===== src/rtl/fir_capture.sv =====
// Output-side capture buffer for the FIR sample stream: drops pipeline warm-up
// samples, optionally decimates, and queues kept samples for a valid/ready consumer.
module fir_capture #(
  parameter int DW     = 10,
  parameter int DEPTH  = 8,
  parameter int WARMUP = 4
) (
  input  logic                     clk,
  input  logic                     rst,
  input  logic                     start,
  input  logic                     stop,
  input  logic [2:0]               decim,
  input  logic                     din_vld,
  input  logic [DW-1:0]            din,
  output logic [DW-1:0]            dout,
  output logic                     dout_vld,
  input  logic                     dout_rdy,
  output logic [$clog2(DEPTH):0]   level,
  output logic                     busy,
  output logic                     ovf
);
  localparam int AW = $clog2(DEPTH);
  localparam int WW = $clog2(WARMUP + 1);

  typedef enum logic [1:0] {IDLE, WARM, RUN} state_t;

  state_t        state;
  logic [WW-1:0] warm_cnt;
  logic [2:0]    dec_cnt;
  logic [2:0]    decim_q;
  logic [DW-1:0] mem [DEPTH];
  logic [AW-1:0] wr_ptr;
  logic [AW-1:0] rd_ptr;
  logic          stop_hit;
  logic          pop;
  logic          push_req;
  logic          push;

  // Full is detected via the level MSB since DEPTH is a power of two.
  always_comb begin
    stop_hit = stop && (state != IDLE);
    pop      = dout_vld && dout_rdy;
    push_req = (state == RUN) && din_vld && !stop_hit && (dec_cnt == '0);
    push     = push_req && (!level[AW] || pop);
  end

  assign dout_vld = (level != '0);
  assign dout     = dout_vld ? mem[rd_ptr] : '0;
  assign busy     = (state != IDLE);

  always_ff @(posedge clk or posedge rst) begin
    if (rst) begin
      state    <= IDLE;
      warm_cnt <= '0;
      dec_cnt  <= '0;
      decim_q  <= '0;
      ovf      <= 1'b0;
    end else begin
      if (push_req && !push)
        ovf <= 1'b1;
      case (state)
        IDLE: begin
          if (start) begin
            state    <= WARM;
            decim_q  <= decim;
            warm_cnt <= '0;
            ovf      <= 1'b0;
          end
        end
        WARM: begin
          if (stop) begin
            state <= IDLE;
          end else if (din_vld) begin
            if (warm_cnt == WW'(WARMUP - 1)) begin
              state   <= RUN;
              dec_cnt <= '0;
            end
            warm_cnt <= warm_cnt + 1'b1;
          end
        end
        RUN: begin
          if (stop) begin
            state <= IDLE;
          end else if (din_vld) begin
            dec_cnt <= (dec_cnt == decim_q) ? '0 : dec_cnt + 1'b1;
          end
        end
        default: state <= IDLE;
      endcase
    end
  end

  always_ff @(posedge clk or posedge rst) begin
    if (rst) begin
      wr_ptr <= '0;
      rd_ptr <= '0;
      level  <= '0;
    end else begin
      if (push)
        wr_ptr <= wr_ptr + 1'b1;
      if (pop)
        rd_ptr <= rd_ptr + 1'b1;
      case ({push, pop})
        2'b10:   level <= level + 1'b1;
        2'b01:   level <= level - 1'b1;
        default: level <= level;
      endcase
    end
  end

  always_ff @(posedge clk) begin
    if (push)
      mem[wr_ptr] <= din;
  end
endmodule


===== config.mk =====
export PLATFORM = sky130hd
export DESIGN_NAME = fir_capture
export DESIGN_NICKNAME = d
export VERILOG_FILES = /design/src/rtl/fir_capture.sv
export SDC_FILE = /design/constraint.sdc
export NUM_CORES = 1
export LEC_CHECK = 0
export BUFFER_PORTS_ARGS = -buffer_cell sky130_fd_sc_hd__buf_2
export CAP_MARGIN = 0
export CORE_UTILIZATION = 40
export CTS_BUF_LIST = sky130_fd_sc_hd__clkbuf_4
export DETAILED_ROUTE_END_ITERATION = 10
export GPL_TIMING_DRIVEN = 0
export PLACE_DENSITY = 0.67
export REMOVE_ABC_BUFFERS = 1
export SLEW_MARGIN = 10
export SYNTH_ARGS = -nofsm -noshare
export SYNTH_HDL_FRONTEND = slang
export SYNTH_SLANG_ARGS = --single-unit

===== constraint.sdc =====
create_clock -name clk -period 2.6 [get_ports clk]
set_clock_uncertainty 0.15 [all_clocks]
set_input_delay 0.26 -clock clk [delete_from_list [all_inputs] [get_ports clk]]
set_output_delay 0.26 -clock clk [all_outputs]
set_load 0.05 [all_outputs]

# After elaboration in Yosys (flattened, before gate mapping)
# Memory sizes are Yosys's and may differ from the RTL's.
# Cells that the tools add are included.
[totals] ff_bits=22 latchBits=0 mem_bits_rw=80 mem_bits_ro=0 in_bits=19 out_inout_bits=17 word_cells=76 n_memories=1
[op_classes] add_sub_neg=6 multipliers=0 div_mod_pow=0 n_lt_le_gt_ge=0 eq_ne=15 shifts=0 mux=24 bitwise=0 reduce_logical=22
[memory_table] name="mem" depth=8 word_bits=10 read_ports=1 rd_ports_with_merged_regs=0 wr=1 line_no="31" source="logic [DW-1:0] mem [DEPTH];"
[ops] operator="3-bit 2-to-1 mux" count=9
[ops] operator="2-bit != test (second input constant)" count=7
[ops] operator="3-bit by 1-bit adder with 3-bit output (second input constant)" count=4
[ops] operator="3-bit one-hot mux with 2 select lines" count=2
[ops] operator="10-bit 2-to-1 mux" count=1
[ops] operator="2-bit 2-to-1 mux" count=5
[ops] operator="4-bit one-hot mux with 2 select lines" count=1
[ops] operator="4-bit AND reduction" count=2
[ops] operator="2-bit nonzero test" count=4
[ops] operator="1-bit logical AND" count=7
[ops] operator="3-bit != test (second input constant)" count=2
[ops] operator="2-bit one-hot mux with 3 select lines" count=1
[ops] operator="6-bit AND reduction" count=1
[ops] operator="1-bit 2-to-1 mux" count=5
[ops] operator="4-bit by 1-bit adder with 4-bit output (second input constant)" count=1
[ops] operator="2-bit by 1-bit == test with 1-bit output (second input constant)" count=2
[ops] operator="2-bit == test (second input constant)" count=2
[ops] operator="4-bit nonzero test" count=1
[ops] operator="4-bit by 1-bit subtractor with 4-bit output (second input constant)" count=1
[ops] operator="3-bit by 2-bit == test with 1-bit output (second input constant)" count=1
[ops] operator="3-bit == test" count=1
[ops] operator="1-bit logical NOT" count=3
[ops] operator="3-bit logical NOT" count=1
[ops] operator="2-bit logical NOT" count=1
[ops] operator="2 further kinds" count=2

# Longest topological paths before layout
[logic_depth] depth_word=11 depth_mapped=11 ltp_nobuf=11

# Least setup slack after synthesis
# No wires, ideal clock.
[synth_timing] path_kind="flip-flop to flip-flop" from="register level[0]" to="register level[2]" arrival_time_ns=2.559 required_ns=2.302 path_slack_ns=-0.257 path_stages_with_launch=12 path_buffers=1 synth_period_minus_slack_ns=2.857 cell_sequence="dfrtp_1 nor4_2 inv_2 and2_1 buf_6 ha_1 xor2_1 ha_1 a21oi_1 xor2_1 nor2_1 xor2_1"
[synth_via] elab_chain_cells=6 elab_cells_between_ends=10 cone_classes="add/sub (2); eq/ne (2); mux (1); reduce/logical (5)"
[synth_lines] element="start: declaration" line_no="18" source="output logic [$clog2(DEPTH):0] level,"
[synth_lines] element="start signal: assignment" line_no="104" source="2'b10: level <= level + 1'b1;"
[synth_lines] element="start signal: assignment" line_no="105" source="2'b01: level <= level - 1'b1;"
[synth_lines] element="start signal: assignment" line_no="106" source="default: level <= level;"
[synth_lines] element="4-bit nonzero test (*)" line_no="47" source="assign dout_vld = (level != '0);"
[synth_lines] element="named net dout_vld" line_no="16" source="output logic dout_vld,"
[synth_lines] element="1-bit logical AND (*)" line_no="42" source="pop = dout_vld && dout_rdy;"
[synth_lines] element="named net pop" line_no="35" source="logic pop;"
[synth_lines] element="1-bit logical OR" line_no="44" source="push = push_req && (!level[AW] || pop);"
[synth_lines] element="1-bit logical AND" line_no="44"
[synth_lines] element="2-bit by 1-bit == test with 1-bit output / 2-bit == test (equally long branches)" line_no="103" source="case ({push, pop})"
[synth_lines] element="4-bit one-hot mux with 2 select lines / 2-bit nonzero test (equally long branches)"
# Mark *: on every way through the listed nets, which the timed path passes. The rest lies on a longest branch.
# A chain may end at the register's enable or synchronous reset.

# Worst setup path after layout
[layout_timing] from="register level[3]" to="memory mem[6][8], enable pin"
[layout_via] elab_chain_cells=6 elab_cells_between_ends=7 cone_classes="mux (2); reduce/logical (5)"
[layout_lines] element="4-bit nonzero test" line_no="47"
[layout_lines] element="1-bit logical AND" line_no="42"
[layout_lines] element="1-bit logical OR (*)" line_no="44"
[layout_lines] element="1-bit logical AND (*)" line_no="44"
[layout_lines] element="1-bit 2-to-1 mux (*)" line_no="112" source="if (push)"
[layout_lines] element="1-bit 2-to-1 mux (not written as such) (*)" line_no="113" source="mem[wr_ptr] <= din;"
[layout_lines] element="end: declaration" line_no="31"
# Mark *: on every way between the ends. The rest lies on a longest branch, timed or not.

==> run summary <==
The run finished, with violations left. The final reports fail on negative setup slack. During synthesis, Yosys emitted a total of 0 warnings.

The overall routed net length came out at roughly 8000 um. The area added between synthesis and finish is 18.6%. The clock passes through at most 2 buffers. The first-iteration detailed-routing DRC count is about 160.

The routed wirelength normalized by instance count is 17.5 um. The worst hold path was traced through 3 stages. The initial antenna violation count came out at 0.

VDD sags by at most 0.449 mV. In this run, synthesis produced a sequential element count of 102. The final routed DRC violation total came out at 0. The library cell with the largest summed area after synthesis is sky130_fd_sc_hd__edfxtp_1. The path class of the tightest hold or removal check is in2reg. The number of placed instances, taps included, is around 420. The total track usage came out at 0.157. The part of the cycle the worst path needs came out at 1.01. The floorplan step defined a die boundary enclosing 0.0112 mm^2. CTS saw around 100 sinks.

Of all nets on the critical path, the largest fanout is 10. The timing-limited maximum frequency is roughly 0.38 GHz. The first-pass GRT wire length came out at 13000 um.

The share of the Yosys chip area taken by registers is 0.687. Measured in cells, the most critical reg-to-reg path has a length of 4. Summed over all layers, the global routing overflow is 0.

The global placer's final weighted congestion is 0.728. Of the post-synthesis cell area, the dominant cell type holds 0.559. In this run the tool buffered the top-level ports with 35 buffer cells. Setup violations remaining at the end of the flow were counted as 10. The y dimension of the die came out at 106 um. For hold timing, the worst endpoint is state[0]. TritonCTS built the clock tree. The minimum clock period came out at 2.63 ns.

The I/O pin count is 36. The minimum setup slack in the final design came out at -0.0335 ns. Setup repair after global routing could not meet its margin everywhere. The mean area per synthesized cell came out at 17.1 um^2. The total number of nets in the final design came out at 347. After synthesis, the cell types taking the most area are sky130_fd_sc_hd__edfxtp_1 (56%), sky130_fd_sc_hd__dfrtp_1 (13%), sky130_fd_sc_hd__mux4_2 (10%). In this run the clock root is driven by a sky130_fd_sc_hd__clkbuf_4. STA classifies the critical path endpoint as a flop.

The async set-or-reset flop fraction in the synthesized netlist came out at 0.216. The diode insertion count for antenna repair is 0. The die outline width came out at roughly 110 um. STA classifies the critical path startpoint as a flop. The power per unit of standard cell area came out at 984 mW/mm^2. The number of enable flip-flop cells after synthesis came out at 80.

At the worst endpoint, the required time is ~2.5 ns. The core region is between 0.01 and 0.015 mm^2. The start-to-end type of the worst setup path is reg2reg. The power share of the sequential group is 0.424. The total negative slack came out at -0.103 ns. The internal portion of total power is about 3 mW. The clock network power share came out at 0.181.

The post-synthesis instance area came out at 0.00430 mm^2. The initialized floorplan defines 37 standard-cell rows. The setup check on the worst reg-to-reg path leaves a slack of -0.03 ns.

The worst slew slack as a fraction of its limit is 0.242. For this design the total switching power over the nets is ~2.0 mW. The latest clock arrival within the worst-skew pair came out at around 0.44 ns. Detailed routing inserted a total of about 2300 vias. The worst slack after detailed placement came out at -0.106 ns. The final cell count without fillers came out at 460. The routed via count divided by cell count came out at 5.01. After clock tree synthesis, the clock-pin slew on the worst setup and hold paths is approximately 0.16 ns. The number of instances in the synthesized netlist is between 200 and 300. In this run the most critical hold path is launched from stop. The combinational group share of total power came out at 0.395. The max-cap violation count came out at 0.

The half-perimeter wire length after detailed placement is 4880 um. The largest net degree at the start of global routing came out at 23. Once layout is complete, the utilization of the core stands at 0.492. The number of global-route vias before repair was roughly 2400. The share of final-layout standard cells stronger than drive strength 1 is 0.330.

The number of levels the H-tree was split into is 3. The number of routed nets with antenna violations came out at 0. In the synthesized netlist the dominant register cell turns out to be sky130_fd_sc_hd__edfxtp_1. The number of pins with negative max-slew slack in the final report was 0. The hold violation count in the final report came out at 0.

The pre-antenna-repair detailed-routing pass consisted of 5 iterations. At the pin with the least slew margin, the transition time is between 1 and 1.5 ns. Counting the buffers created by CTS gives 9. In this run the critical register-to-register path is launched from level[3].

The net switching fraction of the power is 0.393. The data arrival at the endpoint of the critical path is about 2.6 ns. The worst flop-to-flop path endpoint is mem[6][8].

The post-synthesis cell type count is 41. The starting density of the core is 0.415. The static leakage power came out at roughly 1.9 nW.
[flip-flops by register name, summed over array words and instances (netlist names)]
name      count
mem          80
level         4
dec_cnt       3
decim_q       3
rd_ptr        3
warm_cnt      3
wr_ptr        3
state         2
ovf           1
[metal layers]
| layer | GRT usage | wire [um] |
|---|---|---|
| met1 | 0.208 | 3660 |
| met2 | 0.260 | 4150 |
| met3 | 0.0241 | 180 |
| met4 | 0.0625 | 76 |
| met5 | 0 | 0 |
[worst max-delay path by stage]
| stage | from | endpoint | slack [ns] | cells after the start |
|---|---|---|---|---|
| after floorplan | level[0] | level[2] | -0.70 | 10 |
| after global placement | level[0] | level[2] | -0.85 | 10 |
| after detailed placement | level[1] | level[2] | -0.11 | 11 |
| after CTS | state[1] | mem[6][8] | -0.1 | 4 |
| after global routing | level[3] | mem[6][8] | -0.20 | 4 |
| final | level[3] | mem[6][8] | -0.03 | 4 |
[cells in the final DEF (no fill, tap or decap), types with 2 or more instances in the layout]
| cell | Yosys | layout |
|---|---|---|
| sky130_fd_sc_hd__nor3_2 | 1 | 2 |
| sky130_fd_sc_hd__ha_1 | 9 | 8 |
| sky130_fd_sc_hd__edfxtp_1 | 80 | 80 |
| sky130_fd_sc_hd__clkbuf_4 | 0 | 9 |
| sky130_fd_sc_hd__mux2i_1 | 10 | 10 |
| sky130_fd_sc_hd__nand2b_1 | 5 | 5 |
| sky130_fd_sc_hd__xnor2_1 | 4 | 4 |
| sky130_fd_sc_hd__dlygate4sd3_1 | 0 | 16 |
| sky130_fd_sc_hd__nor2_2 | 0 | 3 |
| sky130_fd_sc_hd__inv_8 | 0 | 3 |
| sky130_fd_sc_hd__nand3b_1 | 2 | 2 |
| sky130_fd_sc_hd__buf_4 | 0 | 8 |
| sky130_fd_sc_hd__buf_12 | 0 | 2 |
| sky130_fd_sc_hd__buf_6 | 1 | 2 |
| sky130_fd_sc_hd__nor2_1 | 20 | 17 |
| sky130_fd_sc_hd__nand2_1 | 16 | 16 |
| sky130_fd_sc_hd__mux4_2 | 20 | 20 |
| sky130_fd_sc_hd__dfrtp_1 | 22 | 16 |
| sky130_fd_sc_hd__a21oi_1 | 4 | 4 |
| sky130_fd_sc_hd__mux2_2 | 4 | 4 |
| sky130_fd_sc_hd__nor2b_1 | 2 | 2 |
| sky130_fd_sc_hd__o31ai_1 | 2 | 2 |
| sky130_fd_sc_hd__o21ai_0 | 5 | 5 |
| sky130_fd_sc_hd__inv_1 | 9 | 9 |
| sky130_fd_sc_hd__buf_2 | 3 | 35 |
| sky130_fd_sc_hd__dfrtp_2 | 0 | 5 |
| sky130_fd_sc_hd__xor2_1 | 7 | 7 |
| sky130_fd_sc_hd__a22o_1 | 3 | 3 |
[power by group through the flow]
stage / sequential (mW) / clock (mW) / combinational, mW
after floorplan: 2.25 / 0 / 1.28
after global placement: 2.24 / 0 / 1.68
after detailed placement: 2.25 / 0 / 1.72
after CTS: 2.13 / 0.928 / 1.98
after global routing: 2.15 / 0.981 / 2.14
final: 2.13 / 0.909 / 1.98
[through the flow]
step           hold WS [ns]  total power [mW]  cell area, um^2
2_1_floorplan        0.0992              3.53             4260
3_3_place_gp          0.325              3.91             4600
3_5_place_dp          0.327              3.97             4640
4_1_cts              0.0425              5.03             5070
5_1_grt              0.0795              5.28             5100
6_report             0.0729              5.02             5100
[layout make-up]
| cell class | instances | area (um^2) |
|---|---|---|
| tap | 136 | 170 |
| timing repair buffer | 64 | 473 |
| clock inverter | 7 | 96.3 |
| multi-input combinational | 132 | 1290 |
| sequential | 102 | 2960 |
| inverter | 10 | 37.5 |
| clock buffer | 9 | 67.6 |
| fill | 890 | 5270 |
[worst max-delay path, stage by stage, from the launching register on]
cell and delay [ns]:
sky130_fd_sc_hd__dfrtp_2 0.47, sky130_fd_sc_hd__nor2b_1 0.20, sky130_fd_sc_hd__nor4b_4 0.35, sky130_fd_sc_hd__nand2b_1 0.19
sky130_fd_sc_hd__nor2_1 0.90
[cell usage after synthesis (all sizes together) (3+ instances only)]
cell type  number
nand2          16
mux4           20
o21ai           5
xnor2           4
nand2b          5
dfrtp          22
edfxtp         80
ha              9
nor2           20
a22o            3
mux2            5
inv            10
buf             4
a21oi           4
xor2            7
mux2i          10
clkbuf          4
[what timing repair did]
action,4_1_cts,5_1_grt
endpoints found under the hold margin,106,0
hold buffers,16,0
pin swaps,1,1
gates resized for setup,5,5
setup endpoints to repair,76,61
buffers inserted,8,3
[cell families (layout without fill, tap and decap cells)]
family          after synthesis  count (layout)  share of synthesized area
compound gates               21              21                     0.0332
flops                       102             102                      0.687
simple gates                 56              56                     0.0713
fa+ha+maj                     9               9                     0.0262
mux                          35              35                      0.142
buf+inv                      18              90                     0.0183
xor+xnor                     11              11                     0.0224
No activity file was read; power rests on OpenSTA's default activity.
